<file path="src/rtl/linebuffer_writer.sv">
// rtl/linebuffer_writer.sv - writes each visible capture pixel once into a circular multi-line RAM buffer
// Optional frame counter: define LINEBUFFER_FRAME_COUNTER_EN.
module linebuffer_writer #(
  parameter int WIDTH         = 720,
  parameter int HEIGHT        = 480,
  parameter int WIDTH_LD      = 640,
  parameter int HEIGHT_LD     = 480,
  parameter int LINES         = 4,
  parameter int TRIGGER_LINES = 2,
  parameter int ADDR_W        = 12
) (
  input  logic              clock,
  input  logic              reset,
  input  logic [7:0]        red,
  input  logic [7:0]        green,
  input  logic [7:0]        blue,
  input  logic [11:0]       counterX,
  input  logic [11:0]       counterY,
  input  logic              line_doubler,
  input  logic              resync,
  output logic [ADDR_W-1:0] ram_wraddr,
  output logic [23:0]       ram_wrdata,
  output logic              ram_wren,
  output logic              starttrigger,
  output logic [7:0]        frame_count
);

  typedef enum logic [1:0] {SYNC_WAIT, FILL, RUN} state_t;

  localparam int LD_W = $clog2(TRIGGER_LINES + 1);
  localparam logic [11:0]     W_N     = 12'(WIDTH);
  localparam logic [11:0]     H_N     = 12'(HEIGHT);
  localparam logic [11:0]     W_LD    = 12'(WIDTH_LD);
  localparam logic [11:0]     H_LD    = 12'(HEIGHT_LD);
  localparam logic [ADDR_W:0] SPAN_N  = (ADDR_W+1)'(LINES * WIDTH);
  localparam logic [ADDR_W:0] SPAN_LD = (ADDR_W+1)'(LINES * WIDTH_LD);
  localparam logic [LD_W-1:0] TRIG    = LD_W'(TRIGGER_LINES);

  state_t            state, state_next;
  logic [11:0]       x_prev;
  logic              ld_prev;
  logic [ADDR_W-1:0] slot_base;
  logic [LD_W-1:0]   lines_done, lines_next;

  logic [11:0]       w_act, h_act;
  logic [ADDR_W:0]   span;
  logic              pixel_event, at_origin, line_end, abort, wr_en;
  logic [ADDR_W-1:0] base, wr_addr, slot_next;
  logic [ADDR_W:0]   base_plus_w;

  assign w_act = line_doubler ? W_LD : W_N;
  assign h_act = line_doubler ? H_LD : H_N;
  assign span  = line_doubler ? SPAN_LD : SPAN_N;

  // counterX is held for two clocks; only its change marks a new pixel
  assign pixel_event = (counterX != x_prev) && (counterX < w_act) && (counterY < h_act);
  assign at_origin   = pixel_event && (counterX == 12'd0) && (counterY == 12'd0);
  assign line_end    = pixel_event && (counterX == w_act - 12'd1);
  assign abort       = resync || (line_doubler != ld_prev);
  assign wr_en       = !abort && ((state == SYNC_WAIT) ? at_origin : pixel_event);

  // a frame origin always lands in slot 0, realigning the ring
  assign base        = at_origin ? '0 : slot_base;
  assign wr_addr     = base + ADDR_W'(counterX);
  assign base_plus_w = {1'b0, base} + (ADDR_W+1)'(w_act);
  assign slot_next   = (base_plus_w >= span) ? '0 : base_plus_w[ADDR_W-1:0];

  always_comb begin
    lines_next = lines_done;
    if (wr_en) begin
      lines_next = (state == SYNC_WAIT) ? '0 : lines_done;
      if (line_end && (lines_next < TRIG))
        lines_next = lines_next + LD_W'(1);
    end
  end

  always_ff @(posedge clock or posedge reset) begin
    if (reset) begin
      x_prev     <= 12'hFFF;
      ld_prev    <= 1'b0;
      slot_base  <= '0;
      lines_done <= '0;
      ram_wren   <= 1'b0;
      ram_wraddr <= '0;
      ram_wrdata <= '0;
    end else begin
      x_prev     <= counterX;
      ld_prev    <= line_doubler;
      lines_done <= lines_next;
      ram_wren   <= wr_en;
      if (wr_en) begin
        ram_wraddr <= wr_addr;
        ram_wrdata <= {red, green, blue};
        slot_base  <= line_end ? slot_next : base;
      end
    end
  end

  always_ff @(posedge clock or posedge reset) begin
    if (reset) state <= SYNC_WAIT;
    else       state <= state_next;
  end

  always_comb begin
    state_next = state;
    case (state)
      SYNC_WAIT: if (wr_en) state_next = FILL;
      FILL:      if (wr_en && (lines_next == TRIG)) state_next = RUN;
      RUN:       state_next = RUN;
      default:   state_next = SYNC_WAIT;
    endcase
    if (abort) state_next = SYNC_WAIT;
  end

  always_comb begin
    starttrigger = (state == RUN);
  end

`ifdef LINEBUFFER_FRAME_COUNTER_EN
  logic [7:0] frame_q;

  always_ff @(posedge clock or posedge reset) begin
    if (reset)
      frame_q <= 8'd0;
    else if (wr_en && at_origin && (state != SYNC_WAIT))
      frame_q <= frame_q + 8'd1;
  end

  assign frame_count = frame_q;
`else
  assign frame_count = 8'd0;
`endif

endmodule

</file>
<file path="config.mk">
export PLATFORM = sky130hd
export DESIGN_NAME = linebuffer_writer
export DESIGN_NICKNAME = d
export VERILOG_FILES = /design/src/rtl/linebuffer_writer.sv
export SDC_FILE = /design/constraint.sdc
export NUM_CORES = 1
export LEC_CHECK = 0
export BUFFER_PORTS_ARGS = -buffer_cell sky130_fd_sc_hd__clkbuf_2
export CAP_MARGIN = 20
export CORE_AREA = 4 4 71 138
export DETAILED_ROUTE_END_ITERATION = 8
export DIE_AREA = 0 0 75 142
export PLACE_DENSITY = 0.68
export SLEW_MARGIN = 20
export SYNTH_ARGS = -nofsm -noshare
export SYNTH_HDL_FRONTEND = slang
export SYNTH_SLANG_ARGS = --single-unit
</file>
<file path="constraint.sdc">
create_clock -name clock -period 7.7 [get_ports clock]
set_clock_uncertainty 0.15 [all_clocks]
set_input_delay 1.925 -clock clock [delete_from_list [all_inputs] [get_ports clock]]
set_output_delay 1.925 -clock clock [all_outputs]
set_load 0.03 [all_outputs]
</file>
==> results.ini, run 1 <==
[floorplan]
core_area_um2 = 8710
fp-row-count = 48
fp.dieW_um = 75
fp.dieH_um = 142
io_pins = 98
die_area_um2 = 10700
start_util = 0.438

[synth]
seq_area_frac_synth = 0.437
synth_cells = 412
ys_warn_count = 0
synth_edf_count = 0
ys.flop_type = dfrtp_1
synth-seq-cells = 66
synth_cell_types = 57
netlist.area_leader.share = 0.354
ys_top_cells_by_area = dfrtp_1, nand2_1, dfstp_2
synth_largest_area_cell = dfrtp_1
netlist_area_um2 = 3820
async_flop_share = 1.00
syn_avg_cell_area_um2 = 9.27

[placement]
dpl.hpwl_um = 7390
port_buffers = 89
place.gp.congestion = 0.859

[critical_path]
crit_fanout = 18
startpoint = counterX[10]
reg2reg_slack_ns = 2.70
critical_path.top_delay_family = simple AND/OR/NAND/NOR gates
cp_common_cell = ha_1
slowest_stage = or3_1
endpoint = slot_base[7]$_DFFE_PP0P_
crit_cells = 19
r2r-end = slot_base[7]$_DFFE_PP0P_
path_class = in -> reg
r2r-start = x_prev[8]$_DFF_PP1_
setup.worst_path.start_class = input pin
crit_arrival_ns = 6.80
crit_required_ns = 7.80
reg2regPathDepth = 17
path_cells = clkbuf_2, or2_4, or4_4, or3_1, or3_1, and2_1, ha_1, ha_1, a21o_1, a21o_1, a221oi_2, inv_1, ha_1, nor4b_1, and3_1, o32a_1, o21ai_2, nand3_1, o21ai_0
end_kind = flop
path_buf_inv = 2
cp_slowest_stage_delay_ns = 0.62

[clock_network]
cts_made_buffers = 9
cts_resized = 0
cts-htree-levels = 3
cts-root-buf = clkbuf_16
cts_tree = yes
clkSinkCount = 66
cts_setup_buffers = 0
holdBufCountCts = 0
clk_latency_ns = 0.34
clockBufferDepth = 2
path_clk_slew_ns = 0.05

[sta]
rsz0062_at_grt = false
fmax_mhz = 149
worstMarginPinSlew_ns = 0.829
timing.hold.ws_ns = 0.313
period_needed_ns = 6.70
setup-tns-final_ns = 0
setup_viol = 0
hold_viol = 0
slew_headroom = 0.447
post-route-period-util = 0.871
slew_violations = 0

[worst_hold_path]
hp-class = reg -> reg
hold_depth = 2
hold_start = ram_wrdata[7]$_DFFE_PP0P_

[drt]
dr.pass1.iters = 4
wirelength_um = 9650
vias_per_cell = 5.43
route.detailed.drc = 0
ant_nets = 0
wl_per_cell_um = 15.9
via_count = 3290
drt-initial-drc-count = 186

[power_and_ir_drop]
ir_drop_mv = 0.110
cellLeakagePower_nw = 2.39
power_mw = 0.861
powerDensity_nw_per_um2 = 186

[global_routing]
grt_first_pass_wirelength_um = 15400
antenna_found_initial = 0
grt_max_degree = 67
grt_overflow = 0
grt_pass1_vias = 3164
grtUsageTotal = 0.191

[final_layout]
antenna_cells = 0
drive_gt1_frac = 0.257
num-nets-final = 575
flow.area_growth_from_synthesis_pct = 21.4

[outcome]
status = complete, no violations

[job]
maxCapViolations = 0

stage by stage:
step           area, µm²  setup WS, ns  std cells  utilization
2_1_floorplan       3840          1.21        419            -
6_report            4630         0.997        606        0.532
5_1_grt             4630         0.667        606        0.532
4_1_cts             4630         0.989        606        0.532
3_3_place_gp        4310         0.763        590        0.494
3_5_place_dp        4310         0.662        590        0.494
cell usage after synthesis (all sizes together), types with 6 or more instances:
cell    count
clkbuf      7
nor2        9
nand2      98
xor2       17
dfstp      12
and2       10
ha         21
xnor2       8
nor3       10
nand3       6
inv        18
a21o        6
a21oi      14
o21ai      28
buf        14
dfrtp      54
nor4        8
area by class of cell:
class / count / area [µm²]
inverters: 18 / 67.6
clock inverters: 6 / 90.1
multi-input cells: 314 / 1980
fillers: 818 / 4070
clock buffers: 10 / 239
flip-flops and latches: 66 / 1670
repair buffers: 92 / 468
well taps: 100 / 125
cell families after synthesis:
kind of cell               count (synthesis)  synth area share
AOI/OAI and AO/OA                         81             0.150
xor gates and xnor gates                  25            0.0574
adders and majority gates                 22            0.0741
buffers and inverters                     39            0.0521
DFF                                       66             0.437
muxes                                      3           0.00819
other                                      1          0.000982
and+or+nand+nor                          175             0.221
state kept, by name, indices dropped and copies added, names as in the netlist:
signal	count
ram_wren	1
state	2
ld_prev	1
x_prev	12
slot_base	12
ram_wrdata	24
ram_wraddr	12
lines_done	2
layer usage:
layer  GRT usage  up-vias  part of all wire
met5           0        -                 0
met1       0.214     1601              0.37
met2       0.341       98              0.56
met4      0.0807        0             0.021
li1            -     1575                 -
met3      0.0347       16             0.049
worst min-delay path by stage:
stage | endpoint | slack, ns
2_1_floorplan | slot_base[4]$_DFFE_PP0P_ | 0.29
3_3_place_gp | ram_wrdata[7]$_DFFE_PP0P_ | 0.30
3_5_place_dp | ram_wrdata[20]$_DFFE_PP0P_ | 0.30
4_1_cts | ram_wrdata[20]$_DFFE_PP0P_ | 0.32
5_1_grt | ram_wrdata[12]$_DFFE_PP0P_ | 0.34
6_report | ram_wrdata[7]$_DFFE_PP0P_ | 0.31
cell usage in the layout, fill, tap and decap left out, types with 4 or more instances in the layout:
master	n
nand3_1	6
a21oi_1	14
a31oi_1	5
a21boi_0	4
nor3_1	10
nor2_1	9
nand3b_1	4
clkbuf_16	9
and2_1	10
nand2b_1	5
inv_1	17
xor2_1	17
dfstp_2	12
clkbuf_2	89
o21ai_0	25
nor2b_1	5
ha_1	21
nor4_1	8
dfrtp_1	54
xnor2_1	8
nand2_1	98
a21o_1	6
conb_1	8
worst register-to-register path, delay by kind of cell, from the launching register on:
family          cells  cell delay (ns)
simple gates        7             2.13
compound gates      6             1.42
fa+ha+maj           2             0.57
flops               1             0.52
buf+inv             1             0.08
xor+xnor            1             0.06
report_power, final:
| part | switching [mW] | total (mW) | internal [mW] |
|---|---|---|---|
| Combinational | 0.0367 | 0.0585 | 0.0218 |
| Sequential | 0.00173 | 0.355 | 0.354 |
| Clock | 0.155 | 0.447 | 0.292 |
| Total | 0.193 | 0.861 | 0.668 |
Power figures use the tool's default switching activity.
==> inputs of run 2 (changes only) <==
==> constraint.sdc (replaced) <==
create_clock -name clock -period 7.2 [get_ports clock]
set_clock_uncertainty 0.15 [all_clocks]
set_input_delay 1.8 -clock clock [delete_from_list [all_inputs] [get_ports clock]]
set_output_delay 1.8 -clock clock [all_outputs]
set_load 0.03 [all_outputs]
==> results.ini, run 2 (same netlist as run 1, synthesis figures left out) <==
[job]
maxCapViolations = 0

[final_layout]
largest_reg_flops = 24
flow.area_growth_from_synthesis_pct = 21.9
num-nets-final = 576
fin_util = 0.534
drive_gt1_frac = 0.257
layout_commonest_cell = nand2_1
antenna_cells = 0
mostFrequentLayoutCells = nand2_1, clkbuf_2, dfrtp_1
final_area_um2 = 4650
top_register = ram_wrdata

[clock_network]
holdBufCountCts = 0
cts_tree = yes
path_clk_slew_ns = 0.05
cts_setup_buffers = 0
cts-root-buf = clkbuf_16
cts-htree-levels = 3
cts_made_buffers = 9
clk_latency_ns = 0.33
cts_resized = 0
clockBufferDepth = 2
clkSinkCount = 66

[sta]
post-route-period-util = 0.900
setup_viol = 0
slew_headroom = 0.456
hold_viol = 0
setup-tns-final_ns = 0
period_needed_ns = 6.48
fmax_mhz = 154
slew_violations = 0
worstMarginPinSlew_ns = 0.815
rsz0062_at_grt = false

[floorplan]
core_area_um2 = 8710
fp-row-count = 48
io_pins = 98
fp.dieH_um = 142
fp.dieW_um = 75
start_util = 0.438
die_area_um2 = 10700

[global_routing]
grt_overflow = 0
grt_pass1_vias = 3164
antenna_found_initial = 0
grt_max_degree = 67
grtUsageTotal = 0.192
grt_first_pass_wirelength_um = 15400

[critical_path]
r2r-end = slot_base[4]$_DFFE_PP0P_
crit_required_ns = 7.28
reg2reg_slack_ns = 2.29
setup.worst_path.start_class = input pin
startpoint = counterX[10]
endpoint = slot_base[4]$_DFFE_PP0P_
r2r-start = x_prev[8]$_DFF_PP1_
reg2regPathDepth = 17
crit_fanout = 12
crit_arrival_ns = 6.56
end_kind = flop
path_class = in -> reg

[outcome]
status = complete, no violations

[power_and_ir_drop]
powerDensity_nw_per_um2 = 203
p_sw_frac = 0.216
power_mw = 0.943
p_switching_mw = 0.204
clkPwrFrac = 0.531
pwr-share-seq = 0.403
ir_drop_mv = 0.119
cellLeakagePower_nw = 2.39
p_int_mw = 0.739
share_comb_of_total_power = 0.066

[drt]
drt-initial-drc-count = 177
dr.pass1.iters = 4
wl_per_cell_um = 15.8
wirelength_um = 9580
vias_per_cell = 5.36
ant_nets = 0
via_count = 3251
route.detailed.drc = 0

[placement]
place.gp.congestion = 0.845
dpl.hpwl_um = 7430
placed_area_um2 = 4310
port_buffers = 89

[worst_hold_path]
hp-class = reg -> reg

## run 2: cell types whose count changed in the layout (fill, tap and decap cells not counted)
cell | previous run | this run
buf_4 | 3 | 4
clkinv_4 | 2 | 1
clkinv_2 | 1 | 0
inv_6 | 0 | 1
clkbuf_8 | 1 | 0
bufinv_16 | 2 | 3
## run 2: power by group through the flow
stage	clock (mW)	sequential (mW)	combinational, mW
3_3_place_gp	0	0.386	0.0619
4_1_cts	0.513	0.380	0.0633
6_report	0.501	0.380	0.0625
2_1_floorplan	0	0.387	0.0362
5_1_grt	0.528	0.380	0.0701
3_5_place_dp	0	0.386	0.0630
## run 2: through the flow
stage / worst slack [ns] / hold WS (ns) / instances
4_1_cts: 0.739 / 0.318 / 606
2_1_floorplan: 0.834 / 0.292 / 419
6_report: 0.722 / 0.310 / 606
3_3_place_gp: 0.541 / 0.299 / 591
3_5_place_dp: 0.403 / 0.305 / 591
5_1_grt: 0.499 / 0.332 / 606
## run 2: worst min path at each step
stage,slack (ns),depth (start not counted),endpoint,start
floorplan,0.29,2,slot_base[4]$_DFFE_PP0P_,slot_base[4]$_DFFE_PP0P_
global placement,0.30,2,ram_wrdata[7]$_DFFE_PP0P_,ram_wrdata[7]$_DFFE_PP0P_
detailed placement,0.30,2,ram_wrdata[6]$_DFFE_PP0P_,ram_wrdata[6]$_DFFE_PP0P_
CTS,0.32,2,ram_wrdata[6]$_DFFE_PP0P_,ram_wrdata[6]$_DFFE_PP0P_
global route,0.33,2,ram_wrdata[17]$_DFFE_PP0P_,ram_wrdata[17]$_DFFE_PP0P_
finish,0.31,2,ram_wrdata[8]$_DFFE_PP0P_,ram_wrdata[8]$_DFFE_PP0P_
## run 2: worst max-delay path, cell delays in order
cell and delay (ns):
clkbuf_2 0.11, or2_4 0.27, or4_4 0.42, or3_1 0.50
or3_1 0.51, and2_1 0.24, ha_1 0.22, ha_1 0.23
a21o_1 0.19, a21o_1 0.16, a221oi_2 0.26, inv_1 0.07
ha_1 0.28, nor4b_1 0.14, and3_1 0.17, o32a_1 0.31
o21ai_2 0.21, nand3_1 0.19, o21ai_0 0.26
## run 2: layer usage
metal	GRT usage	share of wire
met1	0.213	0.37
met5	0	0
met2	0.334	0.55
met4	0.100	0.030
met3	0.0389	0.052
## run 2: layout make-up
cell class                      instances  area (µm²)
Inverter                               18        67.6
Tap cell                              100         125
Clock inverter                          6         115
Clock buffer                            9         225
Fill cell                             824        4060
Sequential cell                        66        1670
Timing Repair Buffer                   93         475
Multi-Input combinational cell        314        1980
